$ cat config.mk
export PLATFORM = sky130hd
export DESIGN_NAME = minmax_tracker_flat
export DESIGN_NICKNAME = d
export VERILOG_FILES = /design/src/rtl/minmax_tracker_pkg.sv /design/src/rtl/minmax_tracker_if.sv /design/src/rtl/minmax_tracker_mag_cmp.sv /design/src/rtl/minmax_tracker.sv /design/src/flat_wrapper.sv
export SDC_FILE = /design/constraint.sdc
export NUM_CORES = 1
export LEC_CHECK = 0
export CAP_MARGIN = 20
export CORE_UTILIZATION = 50
export DETAILED_ROUTE_END_ITERATION = 16
export PLACE_DENSITY = 0.82
export SETUP_SLACK_MARGIN = 0.02
export SYNTH_ARGS = -nofsm -noshare
export SYNTH_HDL_FRONTEND = slang
export SYNTH_SLANG_ARGS = --single-unit
$ cat constraint.sdc
create_clock -name clk -period 1.85 [get_ports clk]
set_input_delay 0.185 -clock clk [delete_from_list [all_inputs] [get_ports clk]]
set_output_delay 0.185 -clock clk [all_outputs]
set_load 0.05 [all_outputs]
$ cat src/rtl/minmax_tracker_pkg.sv
// ============================================================================
//  Module   : minmax_pkg
//  Purpose  : Shared types and constants for the min/max tracker slice:
//             tracker state encoding and one-hot compare result codes.
//  Revision : 1.0  initial release
// ============================================================================
`default_nettype none

package minmax_pkg;

  // Tracker run state
  typedef enum logic [1:0] {
    EMPTY = 2'd0,
    TRACK = 2'd1,
    FULL  = 2'd2
  } state_t;

  // One-hot compare result codes, ordered {gt, eq, lt}
  localparam logic [2:0] CMP_GT = 3'b100;
  localparam logic [2:0] CMP_EQ = 3'b010;
  localparam logic [2:0] CMP_LT = 3'b001;

endpackage : minmax_pkg

`default_nettype wire

$ cat src/rtl/minmax_tracker_if.sv
// ============================================================================
//  Module   : minmax_tracker_if
//  Purpose  : Valid/ready sample stream feeding the min/max tracker.
//             master = sample source, slave = tracker.
//  Revision : 1.0  initial release
// ============================================================================
`default_nettype none

interface minmax_tracker_if #(
  parameter int W = 4
) ();

  logic         in_valid;
  logic [W-1:0] in_data;
  logic         in_ready;

  modport master (
    output in_valid,
    output in_data,
    input  in_ready
  );

  modport slave (
    input  in_valid,
    input  in_data,
    output in_ready
  );

endinterface : minmax_tracker_if

`default_nettype wire

$ cat src/rtl/minmax_tracker_mag_cmp.sv
// ============================================================================
//  Module   : mag_cmp
//  Purpose  : Combinational magnitude compare of a against b, returning a
//             one-hot {gt,eq,lt}. In signed mode the MSB is the sign; the
//             compare is sign-aware rather than relying on the sign of a-b,
//             so there is no overflow hazard.
//  Revision : 1.0  initial release
// ============================================================================
`default_nettype none

module mag_cmp
  import minmax_pkg::*;
#(
  parameter int W = 4
) (
  input  wire logic [W-1:0] a,
  input  wire logic [W-1:0] b,
  input  wire logic         signed_mode,
  output logic      [2:0]   cmp
);

  // Opposite signs decide the signed result directly; otherwise plain magnitude
  always_comb begin
    cmp = CMP_EQ;
    if (signed_mode && (a[W-1] != b[W-1])) begin
      cmp = a[W-1] ? CMP_LT : CMP_GT;
    end else if (a > b) begin
      cmp = CMP_GT;
    end else if (a < b) begin
      cmp = CMP_LT;
    end
  end

endmodule : mag_cmp

`default_nettype wire

$ cat src/rtl/minmax_tracker.sv
// ============================================================================
//  Module   : minmax_tracker
//  Purpose  : Streaming running max/min tracker with sample count, per-run
//             latched signed/unsigned mode, newest-vs-max compare result and
//             saturation once the counter is full.
//  Revision : 1.0  initial release
// ============================================================================
`default_nettype none

module minmax_tracker
  import minmax_pkg::*;
#(
  parameter int W     = 4,
  parameter int CNT_W = 4
) (
  input  wire logic             clk,
  input  wire logic             rst_n,
  input  wire logic             clear,
  input  wire logic             mode,
  minmax_tracker_if.slave       s_in,
  output logic      [W-1:0]     max_val,
  output logic      [W-1:0]     min_val,
  output logic      [CNT_W-1:0] count,
  output logic                  have_data,
  output logic      [2:0]       last_cmp,
  output logic                  mode_q
);

  localparam logic [CNT_W-1:0] c_cnt_one = {{(CNT_W-1){1'b0}}, 1'b1};
  localparam logic [CNT_W-1:0] c_cnt_max = {CNT_W{1'b1}};

  state_t           r_state,     w_state_nxt;
  logic [W-1:0]     r_max,       w_max_nxt;
  logic [W-1:0]     r_min,       w_min_nxt;
  logic [CNT_W-1:0] r_count,     w_count_nxt;
  logic             r_have_data, w_have_data_nxt;
  logic [2:0]       r_last_cmp,  w_last_cmp_nxt;
  logic             r_mode_q,    w_mode_q_nxt;

  logic             w_ready;
  logic             w_accept;
  logic [2:0]       w_cmp_max;
  logic [2:0]       w_cmp_min;

  assign w_ready       = (r_state != FULL);
  assign w_accept      = s_in.in_valid && w_ready;
  assign s_in.in_ready = w_ready;

  // New sample against the current extremes, interpreted with the run's mode
  mag_cmp #(.W(W)) u_cmp_max (
    .a           (s_in.in_data),
    .b           (r_max),
    .signed_mode (r_mode_q),
    .cmp         (w_cmp_max)
  );

  mag_cmp #(.W(W)) u_cmp_min (
    .a           (s_in.in_data),
    .b           (r_min),
    .signed_mode (r_mode_q),
    .cmp         (w_cmp_min)
  );

  // Next-state and next-output decode; clear overrides any accept
  always_comb begin
    w_state_nxt     = r_state;
    w_max_nxt       = r_max;
    w_min_nxt       = r_min;
    w_count_nxt     = r_count;
    w_have_data_nxt = r_have_data;
    w_last_cmp_nxt  = r_last_cmp;
    w_mode_q_nxt    = r_mode_q;

    if (clear) begin
      w_state_nxt     = EMPTY;
      w_max_nxt       = '0;
      w_min_nxt       = '0;
      w_count_nxt     = '0;
      w_have_data_nxt = 1'b0;
      w_last_cmp_nxt  = 3'b000;
      w_mode_q_nxt    = 1'b0;
    end else if (w_accept) begin
      case (r_state)
        EMPTY: begin
          w_max_nxt       = s_in.in_data;
          w_min_nxt       = s_in.in_data;
          w_count_nxt     = c_cnt_one;
          w_have_data_nxt = 1'b1;
          w_last_cmp_nxt  = CMP_EQ;
          w_mode_q_nxt    = mode;
          w_state_nxt     = (c_cnt_one == c_cnt_max) ? FULL : TRACK;
        end
        TRACK: begin
          if (w_cmp_max == CMP_GT) w_max_nxt = s_in.in_data;
          if (w_cmp_min == CMP_LT) w_min_nxt = s_in.in_data;
          w_last_cmp_nxt = w_cmp_max;
          w_count_nxt    = r_count + c_cnt_one;
          if ((r_count + c_cnt_one) == c_cnt_max) w_state_nxt = FULL;
        end
        default: begin
          // FULL never accepts; everything holds
        end
      endcase
    end
  end

  // State and output registers, discarded immediately by async reset
  always_ff @(posedge clk or negedge rst_n) begin
    if (!rst_n) begin
      r_state     <= EMPTY;
      r_max       <= '0;
      r_min       <= '0;
      r_count     <= '0;
      r_have_data <= 1'b0;
      r_last_cmp  <= 3'b000;
      r_mode_q    <= 1'b0;
    end else begin
      r_state     <= w_state_nxt;
      r_max       <= w_max_nxt;
      r_min       <= w_min_nxt;
      r_count     <= w_count_nxt;
      r_have_data <= w_have_data_nxt;
      r_last_cmp  <= w_last_cmp_nxt;
      r_mode_q    <= w_mode_q_nxt;
    end
  end

  assign max_val   = r_max;
  assign min_val   = r_min;
  assign count     = r_count;
  assign have_data = r_have_data;
  assign last_cmp  = r_last_cmp;
  assign mode_q    = r_mode_q;

endmodule : minmax_tracker

`default_nettype wire

$ cat src/flat_wrapper.sv
// flat-port wrapper written by rule: the top's interface ports become plain ports
module minmax_tracker_flat import minmax_pkg::*;
#(
  parameter int W     = 4,
  parameter int CNT_W = 4
)
  (clk, rst_n, clear, mode, max_val, min_val, count, have_data, last_cmp, mode_q, s_in_in_valid, s_in_in_data, s_in_in_ready);
  minmax_tracker_if #(.W(W)) s_in_i ();
  input  wire logic clk;
  input  wire logic rst_n;
  input  wire logic clear;
  input  wire logic mode;
  output logic      [W-1:0] max_val;
  output logic      [W-1:0] min_val;
  output logic      [CNT_W-1:0] count;
  output logic have_data;
  output logic      [2:0] last_cmp;
  output logic mode_q;
  input wire logic [$bits(s_in_i.in_valid)-1:0] s_in_in_valid;
  input wire logic [$bits(s_in_i.in_data)-1:0] s_in_in_data;
  output wire logic [$bits(s_in_i.in_ready)-1:0] s_in_in_ready;
  assign s_in_i.in_valid = s_in_in_valid;
  assign s_in_i.in_data = s_in_in_data;
  assign s_in_in_ready = s_in_i.in_ready;
  minmax_tracker #(.W(W), .CNT_W(CNT_W)) u_core (.clk(clk), .rst_n(rst_n), .clear(clear), .mode(mode), .s_in(s_in_i), .max_val(max_val), .min_val(min_val), .count(count), .have_data(have_data), .last_cmp(last_cmp), .mode_q(mode_q));
endmodule
==> results <==
- The cell family with the largest share of critical-path delay is buffers and inverters.
- The number of placement rows is 17.
- For this run, the register share of the synthesized area comes to 0.375.
- The power per standard cell area is 638 mW/mm^2.
- The class of the tightest hold or removal check is primary input to asynchronous set/reset pin.
- The pre-antenna-repair detailed-routing pass consisted of 4 iterations.
- Entering global routing, the biggest net connects 24 pins.
- The number of buffers inserted to repair setup after CTS is 0.
- Once layout is complete, the utilization of the core stands at 0.732.
- The share of total power dissipated in sequential elements is 0.441.
- Clock tree synthesis selected as its root buffer the cell clkbuf_4.
- The H-tree depth is 1.
- Of the cells placed in the final design, the portion with a size suffix greater than 1 is 0.207.
- OpenSTA, run right after detailed placement, puts the worst setup slack at -0.244 ns.
- The smallest hold slack is 0.198 ns.
- The post-synthesis cell area is 0.00127 mm^2.
- The number of nets with antenna violations after routing is 0.
- The library cell used most frequently in the layout, excluding fill and tap cells, is clkdlybuf4s50_1.
- The vias per cell is 5.82.
- The final worst clock skew is 0.00262 ns.
- The die width is 52.4 um.
- The largest incremental delay on the critical path is 0.84 ns.
- The clock input transition at the sequential cells of the worst setup and hold paths is 0.11 ns.
- Synthesis produced 131 cells.
- Setup repair after global routing left no endpoint under its margin.
- The share of total power dissipated in combinational logic is 0.353.
- The wire length of the first global-routing pass is 5.28 mm.
- After the last flow step, the layout net total stands at 189.
- The count of pins over their slew limit is 0.
- Together, buffers and inverters on the worst path number 1.
- The number of nets in the synthesized netlist is 150.
- The die covers 0.00274 mm^2.
- The number of buffers added by the clock tree synthesis step is 3.
- Setup slack on the critical path of the routed design comes to 0.0704 ns.
- In this run the worst path has a maximum fanout of 7.
- The count of inserted antenna diode cells is 0.
- The relative slew slack is 0.663.
- At the worst endpoint, the arrival time is 1.59 ns.
- The die is 52.4 um tall.
- From synthesis to final layout, the design area changed by 32.7%.
- For this run, design rule violations remaining after detail routing come to 0.
- The switching share of power is 0.361.
- The number of failing hold endpoints at the final stage was 0.
- The post-route minimum period is 1.78 ns.
- The internal power summed over all cells is 0.685 mW.
- The library cells used most frequently in the layout, excluding fill and tap cells, are 23 x clkdlybuf4s50_1, 14 x buf_4, 13 x dfrtp_1.
- The count of buffers added on input and output ports is 26.
- For the pin with the worst max-slew slack, the measured transition is 0.503 ns.
- The via count of the first global-routing pass was 1183.
- The number of different library cells used by synthesis comes to 37.
- The period utilization is 0.962.
- The run finished with clean final reports.
- Summed over all nets, the half-perimeter wirelength after detailed placement is 2.36 mm.
- At the end of routability-driven placement, the weighted congestion stood at 0.863.
- In this run the mean area of a mapped cell was 9.68 um^2.
- Summed over all layers, the routed wires come to 3.11 mm.
- The total negative slack is 0 ns.
- The initial core utilization is 0.552.
- The worst setup path is captured at a primary output.
- The number of sinks handled by clock tree synthesis is 19.
- The worst-skew pair later-pin latency is 0.30 ns.
- The worst setup path is of the flip-flop to primary output kind.
- The worst IR drop on VDD is 0.445 mV.
- The number of placed I/O pins is 27.
- At the worst endpoint, the required time is 1.66 ns.
- The first routing iteration left 29 violations.
- The highest clock frequency the design can meet is 562 MHz.
- In this run, synthesis produced a sequential element count of 19.
- Setup violations remaining at the end of the flow were counted as 0.
- For this design, the slowest cell found on the critical path is clkdlybuf4s50_1.
- The initial antenna violation count is 0.
- The global-route usage over all layers is 0.264.
- The switching power is 0.388 mW.
- The startpoint type of the worst setup path is a flip-flop.
- The clock share of power is 0.206.
- The leakage power summed over all cells is 0.700 nW.
- The number of warning messages in the yosys log is 0.
- Traced cell by cell, the critical path runs through clkdlybuf4s50_1.
- The routed layout has 1146 vias.
- The area of the core region is 0.00230 mm^2.
- TritonCTS built the clock tree.
- The number of hold buffers added after CTS was 0.
- The final global-route overflow total is 0.
- The deepest clock path buffer count is 2.
- The final routed wire length divided by cell count is 15.8 um.
- The tool flagged a number of max-cap violations equal to 0.
-- synth_stat cells (all sizes together) --
cell type / number / area, um^2
dfrtp: 19 / 475
nand2b: 12 / 75.1
inv: 11 / 41.3
nor2: 11 / 41.3
ha: 10 / 125
a21oi: 8 / 40.0
nand2: 6 / 22.5
nand4: 6 / 37.5
mux2i: 4 / 40.0
nand3b: 4 / 30.0
o21ai: 4 / 20.0
o311ai: 4 / 65.1
clkbuf: 3 / 11.3
or3: 3 / 18.8
a211oi: 2 / 15.0
a21bo: 2 / 20.0
and2: 2 / 12.5
buf: 2 / 12.5
o21bai: 2 / 15.0
a21boi: 1 / 7.51
a21o: 1 / 7.51
a22oi: 1 / 7.51
a41oi: 1 / 27.5
and3: 1 / 11.3
nand3: 1 / 5.00
nand4b: 1 / 8.76
nor2b: 1 / 6.26
nor3: 1 / 5.00
nor3b: 1 / 7.51
nor4b: 1 / 15.0
o2111ai: 1 / 8.76
o211a: 1 / 10.0
o211ai: 1 / 7.51
o21a: 1 / 7.51
or2: 1 / 6.26
-- worst paths after layout --
kind	slack, ns	from	to	cells past startpoint
min reg2reg	0.55	u_core.last_cmp[2]	u_core.last_cmp[2]	2
max in group asynchronous	1.43	rst_n	u_core.max_val[3]	2
max reg2reg	0.10	u_core.max_val[2]	u_core.max_val[2]	6
max	0.07	u_core.count[3]	count[3]	1
min	0.20	rst_n	u_core.max_val[1]	2
min in group clk	0.41	mode	u_core.mode_q	3
-- timing repair --
| item | 4_1_cts | 5_1_grt |
|---|---|---|
| gates resized for setup | 2 | 3 |
| pin swaps | 1 | 2 |
| endpoints found under the setup margin | 3 | 5 |
| endpoints found under the hold margin | 0 | 0 |
-- sequential cells by signal, indices dropped and copies added, names as in the netlist --
register and cells:
u_core.mode_q 1, u_core.max_val 4, u_core.count 4, u_core.r_state 2, u_core.min_val 4, u_core.have_data 1
u_core.last_cmp 3
-- power by group through the flow --
stage / registers, mW / logic (mW) / clock network (mW)
finish: 0.473 / 0.379 / 0.221
global route: 0.478 / 0.409 / 0.246
CTS: 0.473 / 0.373 / 0.231
detailed placement: 0.481 / 0.372 / 0
global placement: 0.479 / 0.361 / 0
floorplan: 0.560 / 0.146 / 0
-- kinds of logic after synthesis --
kind of cell / after synthesis / synth area share
DFF: 19 / 0.375
adders and majority gates: 10 / 0.0987
buffers and inverters: 16 / 0.0513
and+or+nand+nor: 52 / 0.239
AOI/OAI and AO/OA: 30 / 0.204
muxes: 4 / 0.0316
-- per-layer routing --
layer	wire length, um	share of wire	vias up	track usage
met1	1300	0.42	551	0.332
met3	144	0.046	6	0.0406
li1	-	-	543	-
met4	42	0.014	0	0.118
met2	1620	0.52	46	0.441
met5	0	0	-	0
-- cell type report --
| type | instances | area, um^2 |
|---|---|---|
| well taps | 28 | 35.0 |
| flip-flops and latches | 19 | 483 |
| multi-input cells | 96 | 743 |
| inverters | 11 | 41.3 |
| fillers | 172 | 616 |
| clock buffers | 4 | 26.3 |
| repair buffers | 39 | 353 |
-- through the flow --
step	instances	total power [mW]	cell area (um^2)
after floorplan	131	0.705	1270
after global placement	193	0.840	1640
after detailed placement	193	0.852	1640
after CTS	197	1.08	1670
after global routing	197	1.13	1680
final	197	1.07	1680
No activity file was read; power rests on OpenSTA's default activity.
